**src/rtl/seq_pattern_gen.sv**
```systemverilog
// seq_pattern_gen
//   Serial bit-pattern transmitter. On an accepted start it shifts PATTERN out
//   MSB-first, one bit per clock, repeating it rep_count times. gap_len idle
//   cycles separate consecutive repetitions. Every output is registered.
//
// Ports
//   clk         in   system clock, rising edge
//   reset       in   asynchronous, active-high reset
//   start       in   begin transmission (sampled only in IDLE)
//   abort       in   terminate transmission (wins over start)
//   rep_count   in   repetitions to send, latched on accepted start
//   gap_len     in   idle cycles between repetitions, latched on accepted start
//   bit_out     out  serial data bit, 0 whenever bit_valid is 0
//   bit_valid   out  bit_out carries a pattern bit this cycle
//   busy        out  transmission in progress (SEND or GAP)
//   done        out  one-cycle pulse after the last bit
//   sent_count  out  completed repetitions in the current or last run
//
// state | meaning
// IDLE  | waiting for start
// SEND  | shifting pattern bits out
// GAP   | idle spacing between repetitions
// DONE  | single-cycle completion pulse
module seq_pattern_gen #(
  parameter int                 PAT_W   = 4,
  parameter logic [PAT_W-1:0]   PATTERN = 4'b1011,
  parameter int                 CNT_W   = 8,
  parameter int                 GAP_W   = 4
) (
  input  logic             clk,
  input  logic             reset,
  input  logic             start,
  input  logic             abort,
  input  logic [CNT_W-1:0] rep_count,
  input  logic [GAP_W-1:0] gap_len,
  output logic             bit_out,
  output logic             bit_valid,
  output logic             busy,
  output logic             done,
  output logic [CNT_W-1:0] sent_count
);

  localparam int IDX_W = (PAT_W > 1) ? $clog2(PAT_W) : 1;
  localparam logic [IDX_W-1:0] IDX_MSB = IDX_W'(PAT_W - 1);

  typedef enum logic [1:0] {IDLE, SEND, GAP, DONE} state_t;

  state_t           state, state_nxt;
  logic [IDX_W-1:0] idx, idx_nxt;
  logic [CNT_W-1:0] rep_lat, rep_nxt;
  logic [GAP_W-1:0] gap_lat, gap_nxt;
  logic [GAP_W-1:0] gap_cnt, gap_cnt_nxt;
  logic [CNT_W-1:0] sent_nxt;
  logic             bit_nxt, valid_nxt, busy_nxt, done_nxt;

  // State, datapath and output registers.
  always_ff @(posedge clk or posedge reset) begin
    if (reset) begin
      state      <= IDLE;
      idx        <= '0;
      rep_lat    <= '0;
      gap_lat    <= '0;
      gap_cnt    <= '0;
      sent_count <= '0;
      bit_out    <= 1'b0;
      bit_valid  <= 1'b0;
      busy       <= 1'b0;
      done       <= 1'b0;
    end else begin
      state      <= state_nxt;
      idx        <= idx_nxt;
      rep_lat    <= rep_nxt;
      gap_lat    <= gap_nxt;
      gap_cnt    <= gap_cnt_nxt;
      sent_count <= sent_nxt;
      bit_out    <= bit_nxt;
      bit_valid  <= valid_nxt;
      busy       <= busy_nxt;
      done       <= done_nxt;
    end
  end

  // Next-state and datapath.
  always_comb begin
    state_nxt   = state;
    idx_nxt     = idx;
    rep_nxt     = rep_lat;
    gap_nxt     = gap_lat;
    gap_cnt_nxt = gap_cnt;
    sent_nxt    = sent_count;
    case (state)
      IDLE: begin
        if (start && !abort) begin
          rep_nxt   = rep_count;
          gap_nxt   = gap_len;
          sent_nxt  = '0;
          idx_nxt   = IDX_MSB;
          state_nxt = (rep_count != '0) ? SEND : DONE;
        end
      end
      SEND: begin
        if (abort) begin
          state_nxt = IDLE;
        end else if (idx == '0) begin
          sent_nxt = sent_count + CNT_W'(1);
          if (sent_nxt == rep_lat) begin
            state_nxt = DONE;
          end else if (gap_lat != '0) begin
            state_nxt   = GAP;
            gap_cnt_nxt = gap_lat;
          end else begin
            // back-to-back repetition, no bubble
            idx_nxt = IDX_MSB;
          end
        end else begin
          idx_nxt = idx - IDX_W'(1);
        end
      end
      GAP: begin
        // gap_cnt loaded with gap_len on entry, so GAP lasts gap_len cycles
        if (abort) begin
          state_nxt = IDLE;
        end else if (gap_cnt == GAP_W'(1)) begin
          state_nxt = SEND;
          idx_nxt   = IDX_MSB;
        end else begin
          gap_cnt_nxt = gap_cnt - GAP_W'(1);
        end
      end
      DONE:    state_nxt = IDLE;
      default: state_nxt = IDLE;
    endcase
  end

  // Outputs are decoded from the next state so they land in the register
  // on the same edge as the state they describe.
  always_comb begin
    valid_nxt = (state_nxt == SEND);
    bit_nxt   = valid_nxt & PATTERN[idx_nxt];
    busy_nxt  = (state_nxt == SEND) || (state_nxt == GAP);
    done_nxt  = (state_nxt == DONE);
  end

endmodule

```
**config.mk**
```make
export PLATFORM = sky130hd
export DESIGN_NAME = seq_pattern_gen
export DESIGN_NICKNAME = d
export VERILOG_FILES = /design/src/rtl/seq_pattern_gen.sv
export SDC_FILE = /design/constraint.sdc
export NUM_CORES = 1
export LEC_CHECK = 0
export CAP_MARGIN = 10
export CORE_MARGIN = 2
export CORE_UTILIZATION = 53
export CTS_CLUSTER_SIZE = 30
export DETAILED_ROUTE_END_ITERATION = 8
export PLACE_DENSITY = 0.88
export SYNTH_ARGS = -nofsm -noshare
export SYNTH_HDL_FRONTEND = slang
export SYNTH_SLANG_ARGS = --single-unit
```
**constraint.sdc**
```tcl
create_clock -name clk -period 3.4 [get_ports clk]
set_input_delay 0.68 -clock clk [delete_from_list [all_inputs] [get_ports clk]]
set_output_delay 0.68 -clock clk [all_outputs]
set_load 0.05 [all_outputs]
```
* After elaboration in Yosys (flattened, before gate mapping)
Cells that the tools add are included.
Widths: inputs -> output; s select.
** Storage, ports and cells
- Bits in registers :: 32
- Output and inout port bits :: 12
** Cells by class
- Add/subtract/negate cells :: 3
- Order comparisons :: 1
- Eq/ne operators :: 15
- Muxes and demuxes :: 30
- Bitwise logic cells :: 1
- Reductions and logical operators :: 12
** Operators by type and width (count)
- $mux 2 :: 15
- $mux 4 :: 6
- $mux 8 :: 3
- $pmux 8 s2 :: 1
- $ne 2x2->1 const B :: 7
- $add 8x1->8 const B :: 1
- $eq 2x2->1 const B :: 4
- $eq 8x8->1 :: 1
- $pmux 2 s4 :: 1
- $pmux 4 s2 :: 1
- $reduce_bool 8->1 :: 1
- $reduce_and 7->1 :: 1
- $pmux 2 s3 :: 1
- $eq 2x1->1 const B :: 2
- $eq 4x1->1 const B :: 1
- $logic_not 2->1 :: 2
- $reduce_and 4->1 :: 1
- $reduce_bool 2->1 :: 2
- $reduce_bool 4->1 :: 1
- $sub 4x1->4 const B :: 1
- $lt 2x3->1 const B :: 1
- $bmux 1 s2 :: 1
- $reduce_and 2->1 :: 1
- $sub 2x1->2 const B :: 1
- other kinds (5) :: 5

* Longest topological paths before layout
- Depth after elaboration :: 9
- Mapped depth :: 10

* Worst setup path after synthesis
Ideal clock, no wire load.
- Path kind :: flip-flop to flip-flop
- From :: register sent_count[0]
- To :: register bit_out
- Arrival time :: 2796 ps
- Data required time :: 3336 ps
- Slack :: 540 ps
- Stages on the path, launching flop included :: 11
- Clock period less this slack :: 2860 ps
- Path through :: dfrtp_1 ha_1 and3_2 a31oi_1 nand4b_1 nor3_2 nor4_1 o41ai_1 ha_1 o311a_1 a31o_2
** On the way
- Elaborated cells on any way between the ends :: 14
- Classes of those cells :: 1 x add/sub; 2 x eq/ne; 10 x mux; 1 x bitwise
** RTL lines
- start: declaration :: line 40 : output logic [CNT_W-1:0] sent_count
- start signal: assignment :: line 75 : sent_count <= sent_nxt;
- $add 8x1->8 :: line 105 : sent_nxt = sent_count + CNT_W'(1);
- $eq 8x8->1 :: line 106 : if (sent_nxt == rep_lat) begin
- $mux 2 :: line 106
- $mux 2 :: line 104 : end else if (idx == '0) begin
- $mux 2 :: line 102 : if (abort) begin
- $pmux 2 s4 :: line 91 : case (state)
- net state_nxt[0] :: line 48 : state_t state, state_nxt;
- $eq 2x1->1 :: line 138 : valid_nxt = (state_nxt == SEND);
- net valid_nxt :: line 54 : logic bit_nxt, valid_nxt, busy_nxt, done_nxt;
- $and 1x1->1 :: line 139 : bit_nxt = valid_nxt & PATTERN[idx_nxt];
- net bit_nxt :: line 54
- end signal: assignment :: line 76 : bit_out <= bit_nxt;
- end: declaration :: line 36 : output logic bit_out,
The timed path passes the listed nets, and every way through them passes these cells. The select of a mux whose other input is x is not followed.
A chain may end at the register's enable or synchronous reset.

* Final worst setup path
Same ends and word-level chain as after synthesis.

==> run_results.csv <==
group,metric,value,unit
outcome,status,"completed",
layout,num-nets-final,230,
logic_synthesis,synth_top_area_cell,"dfrtp_1",
die,start_util,54.44,%
setup_path,path_buf_inv,0,
die,fp.dieW,62.08,um
global_routing,grt_use_met3,3.934,%
timing,clock_skew,0.01062,ns
power,power_density,520.9,nW/um2
global_routing,grt_start_max_net_pins,33,
timing,period_needed,3.017,ns
die,core_region_area,3284,um2
global_routing,grt_pass1_wl,6.534,mm
clocking,cts_hold_buf,0,
logic_synthesis,yosysSeqAreaShare,44.79,%
die,dieArea,3854,um2
logic_synthesis,ys_ff_latch,32,
logic_synthesis,yosysWarningCount,0,
logic_synthesis,synth.distinct_cells,47,
routing,vias_per_cell,5.792,
placement,dp_hpwl,2.962,mm
logic_synthesis,synth_flop_cell,"dfrtp_1",
global_routing,antenna_found_initial,0,
setup_path,critical_path.cell_chain,"ha_1 > and3_2 > a31oi_1 > nand4b_1 > nor3_2 > nor4_1 > o41ai_1 > ha_1 > o311a_1 > a31o_2",
logic_synthesis,async_flop_share,100.0,%
global_routing,overflow,0,
setup_path,rr_startpoint,"sent_count[0]",
setup_path,cp_max_fo,8,
setup_path,slowest_delay,0.55,ns
global_routing,grt_usage,23.62,%
logic_synthesis,synth_top_area_share,44.79,%
worst_hold_path,hp-class,"reg2reg",
clocking,clk_pin_slew,0.09,ns
worst_hold_path,min_from,"rep_lat[5]",
setup_path,critPathCaptureType,"flop",
global_routing,grt_pass1_vias,1324,
routing,dr.pass1.iters,4,
die,chipHeight,62.08,um
routing,totalWireLength,3.968,mm
layout,drive_gt1_share,17.70,%
clocking,h-tree-depth,2,
clocking,cts-buffers-inserted,5,
placement,port_buffers,27,
routing,routed-via-count,1477,
clocking,clock-sinks,32,
die,rows,21,
routing,drcViolationCount,0,
routing,wl_per_cell,15.56,um
logic_synthesis,avgSynthCellArea,10.16,um2
global_routing,grt_busiest_layer,"met1",
setup_path,crit_slowest_cell,"o41ai_1",
routing,drtIter0Drc,91,
timing,slew_viol_final,0,
placement,place_congestion,0.9254,
logic_synthesis,synthesis.area,1788,um2
timing,slew_headroom,56.99,%
timing,period_share,88.74,%
timing,rsz0062_at_grt,"false",
setup_path,criticalPathCategory,"reg2reg",
clocking,post_cts_resized,0,
setup_path,cp.required,3.68,ns
logic_synthesis,synth_fp_nets,197,
setup_path,critPathTopFamily,"compound AO/OA/AOI/OAI gates",
timing,hold_viol,0,
timing,setup_viol,0,
logic_synthesis,yosys-top-cells-area,"dfrtp_1 45%, mux2_2 6.9%, o21ai_0 4.5%",
setup_path,critPathMostFrequentCell,"ha_1",
global_routing,use_met1,35.22,%
setup_path,startpoint_type,"flop",
clocking,tritoncts,"yes",
timing,worst_pin_slew,0.6368,ns
logic_synthesis,syn_inst,176,
timing,fin_tns_setup,0,ns
setup_path,crit_start,"sent_count[0]",
layout,syn_to_final_growth,22.67,%
power,irDropWorstVdd,0.3046,mV
setup_path,arrival,3.29,ns
timing,whs,0.5399,ns
job,maxCapViolations,0,
layout,antenna_cells,0,
routing,ant_nets,0,
logic_synthesis,synth_edf_count,0,
clocking,clockBufferDepth,2,
power,p_leak,0.9157,nW
die,ioPinCount,28,
clocking,cts_root_buffer,"clkbuf_4",
global_routing,use_met2,33.78,%
timing,max_freq,331.4,MHz
clocking,cts_setup_buffers,0,
clocking,worstSkewPairLatency,0.34,ns
metal layers:
layer / up-vias / share of wire (%)
li1: 717 / -
met1: 711 / 48
met2: 42 / 46
met3: 7 / 4.2
met4: 0 / 1.7
met5: - / 0
placed cells by master, fill, tap and decap left out, drive strengths merged, types with 2 or more instances in the layout:
master and n:
nand3 8, o31ai 6, xnor2 4, nor2b 4, o21ai 17, buf 5
xor2 5, mux2 11, inv 6, clkbuf 7, nand4 3, ha 5
a31oi 2, o211ai 2, dfrtp 32, a21oi 6, nor4 4, nor3b 2
and3 2, and4 3, nor2 10, nor3 5, clkdlybuf4s50 27, nand2 13
final cells by class:
class                      count  area [um2]
tap                           46       57.56
sequential                    32       800.8
clock buffer                   7       65.06
fill                         271        1091
multi-input combinational    132       939.7
timing repair buffer          32       307.8
inverter                       6       22.52
stage by stage:
stage / instances / instance area, um2 / power [mW] / utilization, % / setup slack, ns
detailed placement: 248 / 2128 / 0.9032 / 64.80 / 0.4687
global placement: 248 / 2128 / 0.8904 / 64.80 / 0.5692
global route: 255 / 2193 / 1.211 / 66.78 / 0.1342
floorplan: 176 / 1788 / 0.7927 / - / 0.5396
CTS: 255 / 2193 / 1.145 / 66.78 / 0.4374
finish: 255 / 2193 / 1.142 / 66.78 / 0.3827
sequential cells by signal (all words and copies together) (netlist names):
name	flops
idx	2
gap_cnt	4
rep_lat	8
done	1
state	2
busy	1
bit_valid	1
bit_out	1
gap_lat	4
sent_count	8
path summary, 6_finish.rpt:
| check | to | slack [ns] | cells past startpoint |
|---|---|---|---|
| setup / recovery | bit_out | 0.38 | 10 |
| hold / removal | rep_lat[5] | 0.54 | 1 |
| setup reg to reg | bit_out | 0.38 | 10 |
| hold reg to reg | rep_lat[5] | 0.54 | 1 |
| max in group asynchronous | gap_cnt[2] | 2.39 | 3 |
| min in group asynchronous | state[1] | 0.70 | 3 |
cells by family after synthesis:
family / count (synthesis) / share of synthesized area [%]
buf+inv: 12 / 2.659
compound gates: 44 / 16.80
xor+xnor: 9 / 4.408
simple gates: 63 / 20.93
flops: 32 / 44.79
fa+ha+maj: 5 / 3.499
mux: 11 / 6.928
synth_stat cells, types with 2 or more instances:
master / number
dfrtp_1: 32
o21ai_0: 16
nand2_1: 13
mux2_2: 11
nor2_1: 10
nand3_1: 8
a21oi_1: 6
inv_1: 6
o31ai_1: 6
ha_1: 5
xor2_1: 5
clkbuf_1: 4
nor2b_1: 4
nor3_1: 4
nor4_1: 4
xnor2_1: 4
and4_2: 3
nand4_1: 3
a31oi_1: 2
buf_2: 2
o211ai_2: 2
worst reg2reg max path: cells and delay by family, from the launching register on:
family                   cells  cell delay, ns
AO/OA/AOI/OAI                4            0.93
AND/OR/NAND/NOR              4            0.90
adder cells (fa/ha/maj)      2            0.66
flip-flops                   1            0.46
where the power goes:
| part | leakage [nW] | switching, mW | internal (mW) | total, mW |
|---|---|---|---|---|
| logic | 0.478 | 0.188 | 0.167 | 0.355 |
| registers | 0.400 | 0.0788 | 0.466 | 0.545 |
| clock network | 0.0374 | 0.125 | 0.117 | 0.242 |
| total | 0.916 | 0.392 | 0.750 | 1.14 |
Power figures use the tool's default switching activity.
